`src/rtl/vend_arbiter_pkg.sv`:
```
// Shared definitions for the two-lane vending arbiter: FSM states, coin
// weights and default pricing/timeout parameters.
package vend_arbiter_pkg;

  typedef enum logic [1:0] {
    IDLE,
    DISPENSE,
    CHANGE,
    DONE
  } state_t;

  localparam int COIN5  = 1;
  localparam int COIN10 = 2;

  localparam int DEF_PRICE       = 3;
  localparam int DEF_MAX_CREDIT  = 4;
  localparam int DEF_ACK_TIMEOUT = 15;

endpackage

```
`src/rtl/vend_arbiter_lane.sv`:
```
// Per-lane coin accounting: credit register, pending flag and coin refusal.
// Credit is counted in 5-unit coins.
module vend_lane
  import vend_arbiter_pkg::*;
#(
  parameter int PRICE      = DEF_PRICE,
  parameter int MAX_CREDIT = DEF_MAX_CREDIT
) (
  input  logic       clk,
  input  logic       reset,
  input  logic       in5,
  input  logic       in10,
  input  logic       clear,
  output logic [2:0] credit,
  output logic       pending,
  output logic       refuse
);

  logic [2:0] coin_add;
  logic [3:0] credit_new;
  logic       coin_seen;
  logic       accept;

  // Two coins in the same cycle are ambiguous, so neither is accepted.
  always_comb begin
    coin_add = '0;
    if (in5 && !in10) begin
      coin_add = 3'(COIN5);
    end else if (in10 && !in5) begin
      coin_add = 3'(COIN10);
    end
    coin_seen  = in5 || in10;
    credit_new = {1'b0, credit} + {1'b0, coin_add};
    accept     = coin_seen && !(in5 && in10) && !pending &&
                 (credit_new <= 4'(MAX_CREDIT));
  end

  always_ff @(posedge clk) begin
    if (reset) begin
      credit  <= '0;
      pending <= 1'b0;
      refuse  <= 1'b0;
    end else begin
      refuse <= coin_seen && !accept;
      if (clear) begin
        credit  <= '0;
        pending <= 1'b0;
      end else begin
        if (accept) begin
          credit <= credit + coin_add;
        end
        if ({1'b0, credit} >= 4'(PRICE)) begin
          pending <= 1'b1;
        end
      end
    end
  end

endmodule

```
`src/rtl/vend_arbiter.sv`:
```
// Two-lane vending arbiter: round-robin access to a shared dispenser and
// change unit, with an acknowledge timeout that raises a sticky fault.
module vend_arbiter
  import vend_arbiter_pkg::*;
#(
  parameter int PRICE       = DEF_PRICE,
  parameter int MAX_CREDIT  = DEF_MAX_CREDIT,
  parameter int ACK_TIMEOUT = DEF_ACK_TIMEOUT
) (
  input  logic       clk,
  input  logic       reset,
  input  logic [1:0] in5,
  input  logic [1:0] in10,
  output logic [1:0] refuse,
  output logic       disp_req,
  output logic       disp_lane,
  input  logic       disp_ack,
  output logic       back5_req,
  input  logic       back5_ack,
  output logic [1:0] done,
  output logic       fault
);

  localparam int TW = $clog2(ACK_TIMEOUT + 1);

  state_t          state;
  state_t          next_state;
  logic [1:0]      pending;
  logic [1:0]      clear_lane;
  logic [2:0]      credit0;
  logic [2:0]      credit1;
  logic [2:0]      served_credit;
  logic            lane_q;
  logic            ptr;
  logic            grant_lane;
  logic            tmo_hit;
  logic            tmo_fire;
  logic [TW-1:0]   tmo_cnt;

  vend_lane #(.PRICE(PRICE), .MAX_CREDIT(MAX_CREDIT)) u_lane0 (
    .clk     (clk),
    .reset   (reset),
    .in5     (in5[0]),
    .in10    (in10[0]),
    .clear   (clear_lane[0]),
    .credit  (credit0),
    .pending (pending[0]),
    .refuse  (refuse[0])
  );

  vend_lane #(.PRICE(PRICE), .MAX_CREDIT(MAX_CREDIT)) u_lane1 (
    .clk     (clk),
    .reset   (reset),
    .in5     (in5[1]),
    .in10    (in10[1]),
    .clear   (clear_lane[1]),
    .credit  (credit1),
    .pending (pending[1]),
    .refuse  (refuse[1])
  );

  // The pointer only matters when both lanes wait at once.
  always_comb begin
    grant_lane    = (pending == 2'b11) ? ptr : pending[1];
    served_credit = lane_q ? credit1 : credit0;
    tmo_hit       = (tmo_cnt == TW'(ACK_TIMEOUT - 1));
  end

  always_ff @(posedge clk) begin
    if (reset) begin
      state <= IDLE;
    end else begin
      state <= next_state;
    end
  end

  // An acknowledge in the last allowed cycle still wins over the timeout.
  always_comb begin
    next_state = state;
    tmo_fire   = 1'b0;
    case (state)
      IDLE: begin
        if (|pending) next_state = DISPENSE;
      end
      DISPENSE: begin
        if (disp_ack) begin
          next_state = (served_credit == 3'(PRICE)) ? DONE : CHANGE;
        end else if (tmo_hit) begin
          next_state = IDLE;
          tmo_fire   = 1'b1;
        end
      end
      CHANGE: begin
        if (back5_ack) begin
          next_state = DONE;
        end else if (tmo_hit) begin
          next_state = IDLE;
          tmo_fire   = 1'b1;
        end
      end
      DONE:    next_state = IDLE;
      default: next_state = IDLE;
    endcase
  end

  always_comb begin
    disp_req   = (state == DISPENSE);
    back5_req  = (state == CHANGE);
    disp_lane  = lane_q;
    done       = '0;
    if (state == DONE) done[lane_q] = 1'b1;
    clear_lane = done;
  end

  // The timeout counter restarts on every state change so that DISPENSE and
  // CHANGE each get the full acknowledge window.
  always_ff @(posedge clk) begin
    if (reset) begin
      lane_q  <= 1'b0;
      ptr     <= 1'b0;
      tmo_cnt <= '0;
      fault   <= 1'b0;
    end else begin
      if (state == IDLE && |pending) lane_q <= grant_lane;
      if (state == DONE || tmo_fire) ptr <= ~ptr;
      if (tmo_fire) fault <= 1'b1;
      if (next_state != state) begin
        tmo_cnt <= '0;
      end else if (state == DISPENSE || state == CHANGE) begin
        tmo_cnt <= tmo_cnt + TW'(1);
      end
    end
  end

endmodule

```
`config.mk`:
```
export PLATFORM = sky130hd
export DESIGN_NAME = vend_arbiter
export DESIGN_NICKNAME = d
export VERILOG_FILES = /design/src/rtl/vend_arbiter_pkg.sv /design/src/rtl/vend_arbiter_lane.sv /design/src/rtl/vend_arbiter.sv
export SDC_FILE = /design/constraint.sdc
export NUM_CORES = 1
export LEC_CHECK = 0
export ABC_AREA = 1
export CAP_MARGIN = 30
export CELL_PAD_IN_SITES_DETAIL_PLACEMENT = 1
export CELL_PAD_IN_SITES_GLOBAL_PLACEMENT = 1
export CORE_AREA = 3 3 74 76
export CTS_CLUSTER_SIZE = 30
export DETAILED_ROUTE_END_ITERATION = 10
export DIE_AREA = 0 0 77 79
export PLACE_DENSITY = 0.7
export SETUP_SLACK_MARGIN = 0.2
export SLEW_MARGIN = 20
export SYNTH_ARGS = -nofsm -noshare
export SYNTH_HDL_FRONTEND = slang
export SYNTH_HIERARCHICAL = 1
export SYNTH_SLANG_ARGS = --single-unit
```
`constraint.sdc`:
```
create_clock -name clk -period 3.7 [get_ports clk]
set_input_delay 0.74 -clock clk [delete_from_list [all_inputs] [get_ports clk]]
set_output_delay 0.74 -clock clk [all_outputs]
set_load 0.05 [all_outputs]
```
After elaboration in Yosys (flattened, before gate mapping)

Cells that the tools add are included.

Flip-flop bits (word level): 19
Bits of input ports: 8
Output and inout bits: 8
Word-level logic and storage cells: 84

$add $sub $neg: 5
Magnitude comparators: 6
Eq/ne operators: 7
Mux-type cells: 19
Bitwise logic cells: 1
Reductions and logical operators: 35

Operator list:

| cell                  | count |
|---|---|
| $logic_and A1 B1 Y1   | 16 |
| $mux W2               | 7 |
| $logic_not A1 Y1      | 10 |
| $mux W3               | 3 |
| $add A3 B3 Y4         | 2 |
| $le A4 B3 Y1 const B  | 2 |
| $pmux W2 S4           | 1 |
| $reduce_or A2 Y1      | 4 |
| $add A3 B3 Y3         | 2 |
| $eq A2 B2 Y1 const B  | 3 |
| $ge A3 B2 Y1 const B  | 2 |
| $mux W1               | 6 |
| $add A4 B1 Y4 const B | 1 |
| $eq A4 B4 Y1 const B  | 1 |
| $logic_or A1 B1 Y1    | 4 |
| $eq A3 B2 Y1 const B  | 1 |
| $eq A2 B1 Y1 const B  | 1 |
| $logic_not A2 Y1      | 1 |
| $lt A1 B2 Y1 const B  | 1 |
| $ne A2 B2 Y1          | 1 |
| $pmux W1 S2           | 1 |
| $demux W1 S1          | 1 |
| $ge A1 B1 Y1 const B  | 1 |
| $not A1 Y1            | 1 |

Depth between registers and ports, before layout

Depth after elaboration: 9
Depth in mapped cells: 12
Mapped depth without buffers: 12

Modules after synthesis

The synthesis kept the hierarchy.

By module, submodules not included:

| module       | instances | cells an instance | area an instance (sq um) | sequential area each (sq um) |
|---|---|---|---|---|
| vend_lane    | 2         | 52                | 375.4                    | 100.1 |
| vend_arbiter | 1         | 92                | 688.2                    | 180.2 |

Worst setup path before layout

No wires, ideal clock.

Path type: input to register
From: input port in10[1]
To: register u_lane1.credit[2]
Library setup time: 113 ps
Arrival time: 2034 ps
Required time: 3587 ps
Setup slack: 1553 ps
Cell stages on the path: 11
Path buffers: 0
Cells stage by stage: inv_1 > ha_1 > ha_1 > inv_1 > fa_1 > nand2_1 > inv_1 > nor2_2 > nor2_4 > nor2_1 > nor2_1

Word-level cells in the longest chain between the ends: 6
Elaborated cells on any way between the ends: 14
Classes of those cells: add/sub (2); order compare (1); mux (2); reduce/logical (9)

Ends and longest elaborated chain:

| item                                                    | RTL line                                         | source |
|---|---|---|
| start: declaration                                      | vend_arbiter.sv:13                               | `input logic [1:0] in10,` |
| $logic_and A1 B1 Y1 or $logic_not A1 Y1 (tied branches) | vend_arbiter_lane.sv:29, vend_arbiter_lane.sv:27 |  |
| $mux W2 or $logic_and A1 B1 Y1 (tied branches)          | vend_arbiter_lane.sv:29, vend_arbiter_lane.sv:27 |  |
| $mux W3                                                 | vend_arbiter_lane.sv:27                          | `if (in5 && !in10) begin` |
| $add A3 B3 Y4                                           | vend_arbiter_lane.sv:33                          | `credit_new = {1'b0, credit} + {1'b0, coin_add};` |
| $le A4 B3 Y1                                            | vend_arbiter_lane.sv:35                          | `(credit_new <= 4'(MAX_CREDIT));` |
| $logic_and A1 B1 Y1                                     | vend_arbiter_lane.sv:34                          | `accept = coin_seen && !(in5 && in10) && !pending &&` |
| end signal: assignment                                  | vend_arbiter_lane.sv:50                          | `credit <= credit + coin_add;` |
| end: declaration                                        | vend_arbiter_lane.sv:14                          | `output logic [2:0] credit,` |

Parallel ways exist; a longest one is shown, timed or not.
A chain may end at the register's enable or synchronous reset.

Final worst setup path

From: register state[0]
To: output port done[0]

Word-level cells in the longest chain between the ends: 2

Ends and longest elaborated chain:

| item                     | RTL line            | source |
|---|---|---|
| start: declaration       | vend_arbiter.sv:26  | `state_t state;` |
| start signal: assignment | vend_arbiter.sv:73  | `state <= next_state;` |
| $eq A2 B2 Y1             | vend_arbiter.sv:111 | `if (state == DONE) done[lane_q] = 1'b1;` |
| $mux W2                  | vend_arbiter.sv:111 |  |
| end: declaration         | vend_arbiter.sv:20  | `output logic [1:0] done,` |

No other way between the ends.

==> report_table.html <==
<table>
<tr><th>Metric</th><th>Value</th></tr>
<tr><th colspan="2">STA</th></tr>
<tr><td>Worst Skew</td><td>approximately 0.0011 ns</td></tr>
<tr><td>Setup TNS after final layout</td><td>0 ns</td></tr>
<tr><td>Max frequency</td><td>around 360 MHz</td></tr>
<tr><td>Fin crit period</td><td>~2.8 ns</td></tr>
<tr><td>Final worst-path cycle share</td><td>0.746</td></tr>
<tr><td>Setup repair after global routing missed its margin</td><td>no</td></tr>
<tr><td>Number of failing hold endpoints at the final stage</td><td>0</td></tr>
<tr><td>Pin slew with the least headroom to its limit</td><td>around 0.50 ns</td></tr>
<tr><td>Final Setup Violations</td><td>0</td></tr>
<tr><td>Fin. max-slew vios</td><td>0</td></tr>
<tr><td>Rel. slew slack</td><td>0.665</td></tr>
<tr><th colspan="2">Worst hold path</th></tr>
<tr><td>Class of the tightest hold or removal check</td><td>reg2reg</td></tr>
<tr><th colspan="2">Synthesis</th></tr>
<tr><td>Synthesized Nets</td><td>between 200 and 250</td></tr>
<tr><td>Cell taking the most area after synthesis</td><td>dfxtp_1</td></tr>
<tr><td>Main combinational cell family by area after synthesis</td><td>simple AND/OR/NAND/NOR gates</td></tr>
<tr><td>Warning count from the yosys run</td><td>6</td></tr>
<tr><td>Simple-gate portion of the synthesized area</td><td>0.384</td></tr>
<tr><td>Compound-gate portion of the synthesized area</td><td>0.0504</td></tr>
<tr><td>Fraction of synthesized area in multiplexers</td><td>0</td></tr>
<tr><td>Share of the synthesized area in the top cell type</td><td>0.264</td></tr>
<tr><td>Post-Synthesis Cell Area</td><td>approximately 1400 µm²</td></tr>
<tr><td>Leading cell types by total area after synthesis</td><td>dfxtp_1 (26%), ha_1 (15%), inv_1 (10%)</td></tr>
<tr><td>Post-Synthesis Mean Instance Area</td><td>7.34 µm²</td></tr>
<tr><td>Number of instances in the synthesized netlist</td><td>between 150 and 200</td></tr>
<tr><td>Portion of the post-synthesis area used by sequential elements</td><td>0.264</td></tr>
<tr><td>Xor/xnor share of the synthesized area</td><td>0.0183</td></tr>
<tr><td>Number of synthesized register bits</td><td>19</td></tr>
<tr><td>Number of distinct library cells after synthesis</td><td>23</td></tr>
<tr><td>Arithmetic-cell share of the synthesized area counting full adders, half adders and majority gates</td><td>0.176</td></tr>
<tr><th colspan="2">Placement</th></tr>
<tr><td>Post-DP HPWL</td><td>2540 µm</td></tr>
<tr><td>Placed instance area</td><td>~1700 µm²</td></tr>
<tr><td>Final RePlAce weighted congestion</td><td>approximately 0.74</td></tr>
<tr><td>Port bufs</td><td>15</td></tr>
<tr><th colspan="2">Cells and area</th></tr>
<tr><td>Most common library cell in the layout ignoring fill and taps</td><td>inv_1</td></tr>
<tr><td>Area delta synth-&gt;final</td><td>19.4%</td></tr>
<tr><td>Final Cell Area</td><td>between 1500 and 2000 µm²</td></tr>
<tr><td>Number of diodes added for antenna fixing</td><td>0</td></tr>
<tr><td>Layout Nets</td><td>between 200 and 250</td></tr>
<tr><td>Share of final-layout standard cells stronger than drive strength 1</td><td>0.144</td></tr>
<tr><td>Commonest cells after routing, fill and taps aside</td><td>inv_1 (40), nand2_1 (33), nor2_1 (24)</td></tr>
<tr><th colspan="2">Global routing</th></tr>
<tr><td>Pin count of the biggest net entering global routing</td><td>11</td></tr>
<tr><td>Vias in the first global route</td><td>between 1k and 1.5k</td></tr>
<tr><td>Antenna violations before repair</td><td>0</td></tr>
<tr><td>Leftover overflow at the end of global routing</td><td>0</td></tr>
<tr><td>Tot GR Track Use</td><td>0.110</td></tr>
<tr><td>Global-route wire length before repair</td><td>approximately 5400 µm</td></tr>
<tr><th colspan="2">Clocking</th></tr>
<tr><td>Count of H-tree levels built during CTS</td><td>1</td></tr>
<tr><td>Inserted Clock Buffers</td><td>3</td></tr>
<tr><td>Number of gates resized after cts</td><td>0</td></tr>
<tr><td>Post-CTS setup buffer count</td><td>0</td></tr>
<tr><td>CTS Hold Bufs</td><td>0</td></tr>
<tr><td>Register clock-pin slew on the reported worst setup and hold paths</td><td>approximately 0.070 ns</td></tr>
<tr><td>Clock tree buffer depth</td><td>2</td></tr>
<tr><td>Clock tree root driver cell</td><td>clkbuf_8</td></tr>
<tr><td>Total clock sinks</td><td>19</td></tr>
<tr><td>Clock latency at the later pin of the worst-skew pair</td><td>between 0.2 and 0.3 ns</td></tr>
<tr><td>Clock tree from TritonCTS</td><td>yes</td></tr>
<tr><th colspan="2">Floorplanning</th></tr>
<tr><td>Number of standard-cell rows in the floorplan</td><td>25</td></tr>
<tr><td>X dimension of the die</td><td>~77 µm</td></tr>
<tr><td>Top-level I/O count</td><td>16</td></tr>
<tr><td>Initial Util</td><td>0.301</td></tr>
<tr><td>Die height</td><td>a little under 80 µm</td></tr>
<tr><td>DIE AREA</td><td>between 6000 and 7000 µm²</td></tr>
<tr><td>Standard cell core area</td><td>~4800 µm²</td></tr>
<tr><th colspan="2">Route</th></tr>
<tr><td>WL per Instance</td><td>between 10 and 15 µm</td></tr>
<tr><td>Initial DRC count</td><td>13</td></tr>
<tr><td>Number of antenna-violating nets in the routed design</td><td>0</td></tr>
<tr><td>Length of the first detailed-routing pass in iterations</td><td>3</td></tr>
<tr><td>Routed vias/inst</td><td>around 4.3</td></tr>
<tr><td>Total via count after detailed routing</td><td>about 1.2k</td></tr>
<tr><td>Final WL</td><td>roughly 3000 µm</td></tr>
<tr><td>DRC violation count after routing</td><td>0</td></tr>
<tr><th colspan="2">Setup path</th></tr>
<tr><td>Critical path data required time</td><td>between 2 and 3 ns</td></tr>
<tr><td>Buffering stage count on the worst path with inverters included</td><td>2</td></tr>
<tr><td>Worst endpoint data arrival time</td><td>2.02 ns</td></tr>
<tr><td>Setup crit end kind</td><td>output pin</td></tr>
<tr><td>Type of the worst setup path</td><td>reg2out</td></tr>
<tr><td>Largest stage delay on the critical path</td><td>0.84 ns</td></tr>
<tr><td>Worst-path cell chain</td><td>ha_1, inv_1, nor2_1, clkdlybuf4s50_1</td></tr>
<tr><td>Slowest stage cell on the critical path</td><td>clkdlybuf4s50_1</td></tr>
<tr><td>Top fanout value on the critical path</td><td>6</td></tr>
<tr><td>Top Family by Delay on Critical Path</td><td>buffers and inverters</td></tr>
<tr><td>Category of the worst setup path launch point</td><td>register</td></tr>
<tr><th colspan="2">Power and ir drop</th></tr>
<tr><td>Leak</td><td>0.811 nW</td></tr>
<tr><td>Power density cells</td><td>539 nW/µm²</td></tr>
<tr><td>Total design power</td><td>~0.93 mW</td></tr>
<tr><td>Maximum resistive drop on vdd</td><td>approximately 0.00019 V</td></tr>
<tr><th colspan="2">Flow run</th></tr>
<tr><td>Reported max-cap violation count</td><td>0</td></tr>
<tr><th colspan="2">Outcome</th></tr>
<tr><td>Run status</td><td>finished, final reports clean</td></tr>
</table>
synthesized netlist by cell type:
| library cell | instances |
|---|---|
| inv_2 | 1 |
| nand2_1 | 33 |
| nand4_4 | 1 |
| nand2_2 | 9 |
| nor2_4 | 2 |
| nor2_2 | 2 |
| nand3_2 | 6 |
| nand4_1 | 1 |
| nand3_1 | 15 |
| nand3b_1 | 1 |
| inv_1 | 40 |
| fa_1 | 2 |
| nor2_1 | 24 |
| a21oi_1 | 6 |
| ha_1 | 17 |
| o21ai_0 | 4 |
| xor2_1 | 1 |
| nand3_4 | 1 |
| a21boi_0 | 2 |
| o211ai_1 | 1 |
| dfxtp_1 | 19 |
| xnor2_1 | 2 |
| nor3_2 | 6 |
flip-flops by register name, summed over array words and instances (netlist names):
name and count:
u_lane0/refuse 1, u_lane1/refuse 1, u_lane1/pending 1, u_lane1/credit 3
u_lane0/pending 1, fault 1, tmo_cnt 4, state 2
disp_lane 1, u_lane0/credit 3, ptr 1
power by group:
part,leakage [nW],switching (mW),internal [mW]
clock network,0.0228,0.0653,0.0765
registers,0.156,0.0646,0.251
logic,0.632,0.295,0.174
total,0.811,0.425,0.501
final timing paths:
path                            slack [ns]  depth (start not counted)                 to         startpoint
worst max-delay path                  0.94                          4            done[0]           state[0]
worst min register to register        0.45                          2              fault              fault
worst max register to register        2.00                          9  u_lane1/credit[1]  u_lane1/credit[0]
worst min-delay path                  0.45                          2              fault              fault
logic make-up after synthesis:
| group | after synthesis |
|---|---|
| DFF | 19 |
| buffers and inverters | 41 |
| xor gates and xnor gates | 3 |
| and+or+nand+nor | 101 |
| adders and majority gates | 19 |
| AOI/OAI and AO/OA | 13 |
tightest hold or removal path, delay by kind of cell, from the launching register on:
kind | cells | cell delay [ns]
buf+inv | 1 | 0.05
flops | 1 | 0.31
compound gates | 1 | 0.05
routing by layer:
layer	up-vias	routed length, µm	GRT usage
li1	644	-	-
met1	549	1380	0.116
met2	15	1520	0.212
met3	2	91	0.0238
met4	0	31	0.0427
met5	-	0	0
cell type report:
class                   count  area (µm²)
fillers                   614        3070
repair buffers             15         150
multi-input cells         136         905
inverters                  41         154
clock buffers               4        45.0
flip-flops and latches     19         380
well taps                  67        83.8
stage by stage:
| stage | hold WS, ns | setup slack, ns | instances | utilization |
|---|---|---|---|---|
| 3_3_place_gp | 0.443 | 0.955 | 278 | 0.350 |
| 3_5_place_dp | 0.447 | 0.904 | 278 | 0.350 |
| 2_1_floorplan | 0.422 | 1.55 | 196 | - |
| 4_1_cts | 0.458 | 0.888 | 282 | 0.359 |
| 6_report | 0.451 | 0.940 | 282 | 0.359 |
| 5_1_grt | 0.482 | 0.789 | 282 | 0.359 |
No activity file was read; power rests on OpenSTA's default activity.
==> edit 1, RTL diff (config.mk and constraints unchanged) <==
Encoding of `state_t`: now one-hot (4 bits for 4 states).
--- a/src/rtl/vend_arbiter_pkg.sv
+++ b/src/rtl/vend_arbiter_pkg.sv
@@ -2,11 +2,11 @@
 // weights and default pricing/timeout parameters.
 package vend_arbiter_pkg;
 
-  typedef enum logic [1:0] {
-    IDLE,
-    DISPENSE,
-    CHANGE,
-    DONE
+  typedef enum logic [3:0] {
+    IDLE     = 4'b0001,
+    DISPENSE = 4'b0010,
+    CHANGE   = 4'b0100,
+    DONE     = 4'b1000
   } state_t;
 
   localparam int COIN5  = 1;
Behaviour: same outputs for any inputs over 10 cycles, from zero or initial values and one cycle with reset high; not proved beyond that.
==> edit 1 against the unedited design <==
  * Setup slack worse by 29 ps
  * Cell area decreased by 1.8%
  * Total power decreased by 20%
  * Sequential cell count rose by 2
  * Combinational power is 39% lower
  * Wire length is 7.0% higher
  * Synthesized area fell by 2.2%
  * Highest routed layer unchanged
==> edit 1: results <==
export IMPL_firstDrtPassIters=4
export IMPL_grt_max_degree=12
export IMPL_antenna_found_initial=0
export IMPL_grt_pass1_wl_microns=5800
export IMPL_synth_area_leaders="dfxtp_1 (30%), inv_1 (12%), ha_1 (11%)"
export IMPL_clk_pin_slew_ps=70
export IMPL_placed_area_sq_um=1640
export IMPL_cts_path_max_buffers=2
export IMPL_setup_violations=0
export IMPL_hpwlAfterDp_microns=2730
export IMPL_crit_family="buffers and inverters"
export IMPL_min_path_cells=1
export IMPL_vias=1246
export IMPL_seq_area_frac_synth_pct=29.9
export IMPL_finalWirelength_microns=3240
export IMPL_yosysUniqueCellTypes=22
export IMPL_synthTopCellsByCount="inv_1 (44), nor2_1 (33), nand2_1 (29)"
export IMPL_layout_drive_gt1_share_pct=12.1
export IMPL_globalRouteTotalUtil_pct=11.7
export IMPL_gp_congestion=0.745
export IMPL_nFillCells=597
export IMPL_slew_limit_headroom_pct=66.1
export IMPL_crit_start="state[0]$_SDFF_PP1_"
export IMPL_cp_data_arrival_time_ps=2050
export IMPL_post_cts_resized=0
export IMPL_n_antenna_cell=0
export IMPL_post_cts_buffers=0
export IMPL_cts_root_buf="clkbuf_8"
export IMPL_power_leakage_uw=0.000840
export IMPL_drc_errors=0
export IMPL_syn_nets=226
export IMPL_reg2reg_depth=9
export IMPL_drtIter0Drc=40
export IMPL_grt_overflow=0
export IMPL_crit_path_end="done[0]"
export IMPL_r2r_start="u_lane0/credit[0]$_SDFFE_PP0P_"
export IMPL_critical_path_peak_fanout=3
export IMPL_fin_nets=246
export IMPL_r2r_end="u_lane0/credit[2]$_SDFFE_PP0P_"
export IMPL_vdd_ir_drop_max_mv=0.132
export IMPL_grt_pass1_vias=1291
export IMPL_top_regs="state: 4 flops, tmo_cnt: 4 flops"
export IMPL_power_switching_uw=294
export IMPL_finClkSkew_ps=5.38
export IMPL_portBuffers=15
export IMPL_outcome="finished clean"
export IMPL_cts_buffers=3
==> edit 1: cell types whose count changed after synthesis, sizes merged, moves of 2 or more <==
cell / unedited run / this run
nor2: 28 / 41
nand2: 42 / 35
inv: 41 / 47
ha: 17 / 12
nor3: 6 / 2
dfxtp: 19 / 21
nand3: 22 / 24
nand4: 2 / 4
==> edit 1: area by class of cell <==
class                           count  area (sq um)  area share [%]
Timing Repair Buffer               15           150            8.90
Clock buffer                        4          45.0            2.67
Tap cell                           67          83.8            4.97
Sequential cell                    21           420            24.9
Inverter                           47           176            10.5
Multi-Input combinational cell    136           811            48.1
==> edit 1: cell families after synthesis <==
group | after synthesis | synth area share (%)
AO/OA/AOI/OAI | 13 | 5.42
AND/OR/NAND/NOR | 106 | 36.8
XOR/XNOR | 3 | 1.87
buffers and inverters | 47 | 12.5
adder cells (fa/ha/maj) | 14 | 13.5
flip-flops | 21 | 29.9
==> edit 1: metrics by stage <==
step	hold slack [ps]	util [%]	worst slack, ps	std cells
2_1_floorplan	422	-	1480	204
3_3_place_gp	448	34.3	975	286
3_5_place_dp	453	34.3	931	286
4_1_cts	464	35.2	890	290
5_1_grt	486	35.2	749	290
6_report	456	35.2	911	290
==> edit 1: power groups by stage <==
stage / logic, uW / registers [uW] / clock network, uW
global route: 333 / 309 / 167
CTS: 294 / 302 / 156
detailed placement: 291 / 307 / 0
finish: 288 / 301 / 148
floorplan: 208 / 310 / 0
global placement: 281 / 307 / 0
==> edit 1: routing by layer <==
layer	routed length [microns]	vias up	GRT usage (%)
li1	-	660	-
met3	67	4	1.81
met4	40	0	3.74
met5	0	-	0
met1	1660	568	15.3
met2	1470	14	19.8
==> edit 1: worst register-to-register path: stages (launching register included) <==
cell and delay [ps]:
dfxtp_1 400, ha_1 190, inv_1 60, fa_1 460, nand2_1 100, inv_1 50
nor2_2 140, nor2_4 60, nor2_1 90, nor2_1 50
==> edit 1: worst min path at each step <==
| stage | from | end |
|---|---|---|
| 5_1_grt | ptr$_SDFFE_PP0P_ | ptr$_SDFFE_PP0P_ |
| 2_1_floorplan | ptr$_SDFFE_PP0P_ | ptr$_SDFFE_PP0P_ |
| 4_1_cts | ptr$_SDFFE_PP0P_ | ptr$_SDFFE_PP0P_ |
| 3_5_place_dp | ptr$_SDFFE_PP0P_ | ptr$_SDFFE_PP0P_ |
| 3_3_place_gp | ptr$_SDFFE_PP0P_ | ptr$_SDFFE_PP0P_ |
| 6_report | ptr$_SDFFE_PP0P_ | ptr$_SDFFE_PP0P_ |
==> edit 2, RTL diff (config.mk and constraints unchanged) <==
Without the edit above. Set the package constant `DEF_ACK_TIMEOUT` to 16 (it was 15).
--- a/src/rtl/vend_arbiter_pkg.sv
+++ b/src/rtl/vend_arbiter_pkg.sv
@@ -14,7 +14,7 @@
 
   localparam int DEF_PRICE       = 3;
   localparam int DEF_MAX_CREDIT  = 4;
-  localparam int DEF_ACK_TIMEOUT = 15;
+  localparam int DEF_ACK_TIMEOUT = 16;
 
 endpackage
 
Function: no difference found for any inputs over 10 cycles, from zero or initial values and one cycle with reset high; that may be too few to reach the edited logic, so the function may still have changed.
==> edit 2 against the unedited design <==
  * Sequential share of layout area grew 0.63 points
  * Synthesized area is 2.4% higher
  * Setup slack gained 15 ps
  * Cell area increased by 2.3%
  * Total power grew 8.4%
  * Clock skew increased by 2.9 ps
  * Maximum frequency rose by 0.53%
  * Sequential cell count grew 1
  * Register-to-register slack lost 80 ps
  * Wire length increased by 3.3%
  * First-iteration DRC count up 23%
  * Final cell count is 1.4% higher
  * Critical path type unchanged
==> edit 2: results <==
export IMPL_dp_cells=282
export IMPL_wl_met2_microns=1480
export IMPL_holdWs_ps=456
export IMPL_grt_max_degree=12
export IMPL_globalRouteTotalUtil_pct=11.8
export IMPL_grt_pass1_wl_microns=5810
export IMPL_antenna_found_initial=0
export IMPL_r2r_end="tmo_cnt[1]$_SDFFE_PP0P_"
export IMPL_gp_congestion=0.735
export IMPL_firstDrtPassIters=4
export IMPL_syn_area_per_cell_sq_um=7.33
export IMPL_grt_use_met3_pct=2.61
export IMPL_yosysUniqueCellTypes=27
export IMPL_met1_usage_pct=13.8
export IMPL_wl_per_cell_microns=10.9
export IMPL_dr_wl_met3_microns=120
export IMPL_hpwlAfterDp_microns=2560
export IMPL_pre_cts_ws_ps=897
export IMPL_worst_slack_ps=955
export IMPL_grt_pass1_vias=1331
export IMPL_outcome="finished clean"
export IMPL_detail_route_antenna_nets=0
export IMPL_vdd_ir_drop_max_mv=0.215
export IMPL_grt_use_met2_pct=20.8
export IMPL_synth_area_leaders="dfxtp_1 (27%), ha_1 (14%), inv_1 (9.7%)"
export IMPL_drtIter0Drc=16
export IMPL_placed_area_sq_um=1700
export IMPL_fin_cells=286
export IMPL_seq_area_frac_synth_pct=27.2
export IMPL_wl_met1_microns=1470
export IMPL_r2r_start="tmo_cnt[0]$_SDFFE_PP0P_"
export IMPL_finClkSkew_ps=4.02
export IMPL_syn_nets=228
export IMPL_critical_path_peak_fanout=7
export IMPL_top_regs="tmo_cnt: 5 flops, u_lane0/credit: 3 flops, u_lane1/credit: 3 flops"
export IMPL_slew_limit_headroom_pct=64.6
export IMPL_power_leakage_uw=0.000836
export IMPL_reg2reg_depth=11
export IMPL_layout_drive_gt1_share_pct=15.1
export IMPL_crit_start="state[1]$_SDFF_PP0_"
export IMPL_fin_nets=247
export IMPL_synthTopCellsByCount="inv_1 (38), nand2_1 (35), nor2_1 (23)"
## edit 2: report_power, final
part | switching [uW] | internal (uW) | total, uW | leakage (uW)
combinational | 325 | 190 | 514 | 0.000643
sequential | 58.4 | 263 | 322 | 0.000164
clock | 72.8 | 94.8 | 168 | 0.0000288
total | 456 | 548 | 1000 | 0.000836
## edit 2: kinds of logic after synthesis
kind of cell               Yosys count  synth area share, %
xor gates and xnor gates             3                 1.78
adders and majority gates           19                 17.1
AOI/OAI and AO/OA                   15                 5.86
and+or+nand+nor                    102                 36.8
muxes                                1                0.679
buffers and inverters               41                 10.5
DFF                                 20                 27.2
## edit 2: cell type report
class                      instances  area [sq um]
multi-input combinational        140           918
timing repair buffer              15           150
inverter                          40           150
sequential                        20           400
fill                             596          3030
clock buffer                       4          55.1
tap                               67          83.8
## edit 2: critical path, stage by stage (launching register included)
cell	delay (ps)
dfxtp_1	450
ha_1	220
inv_1	60
nor2_1	150
clkdlybuf4s50_1	850
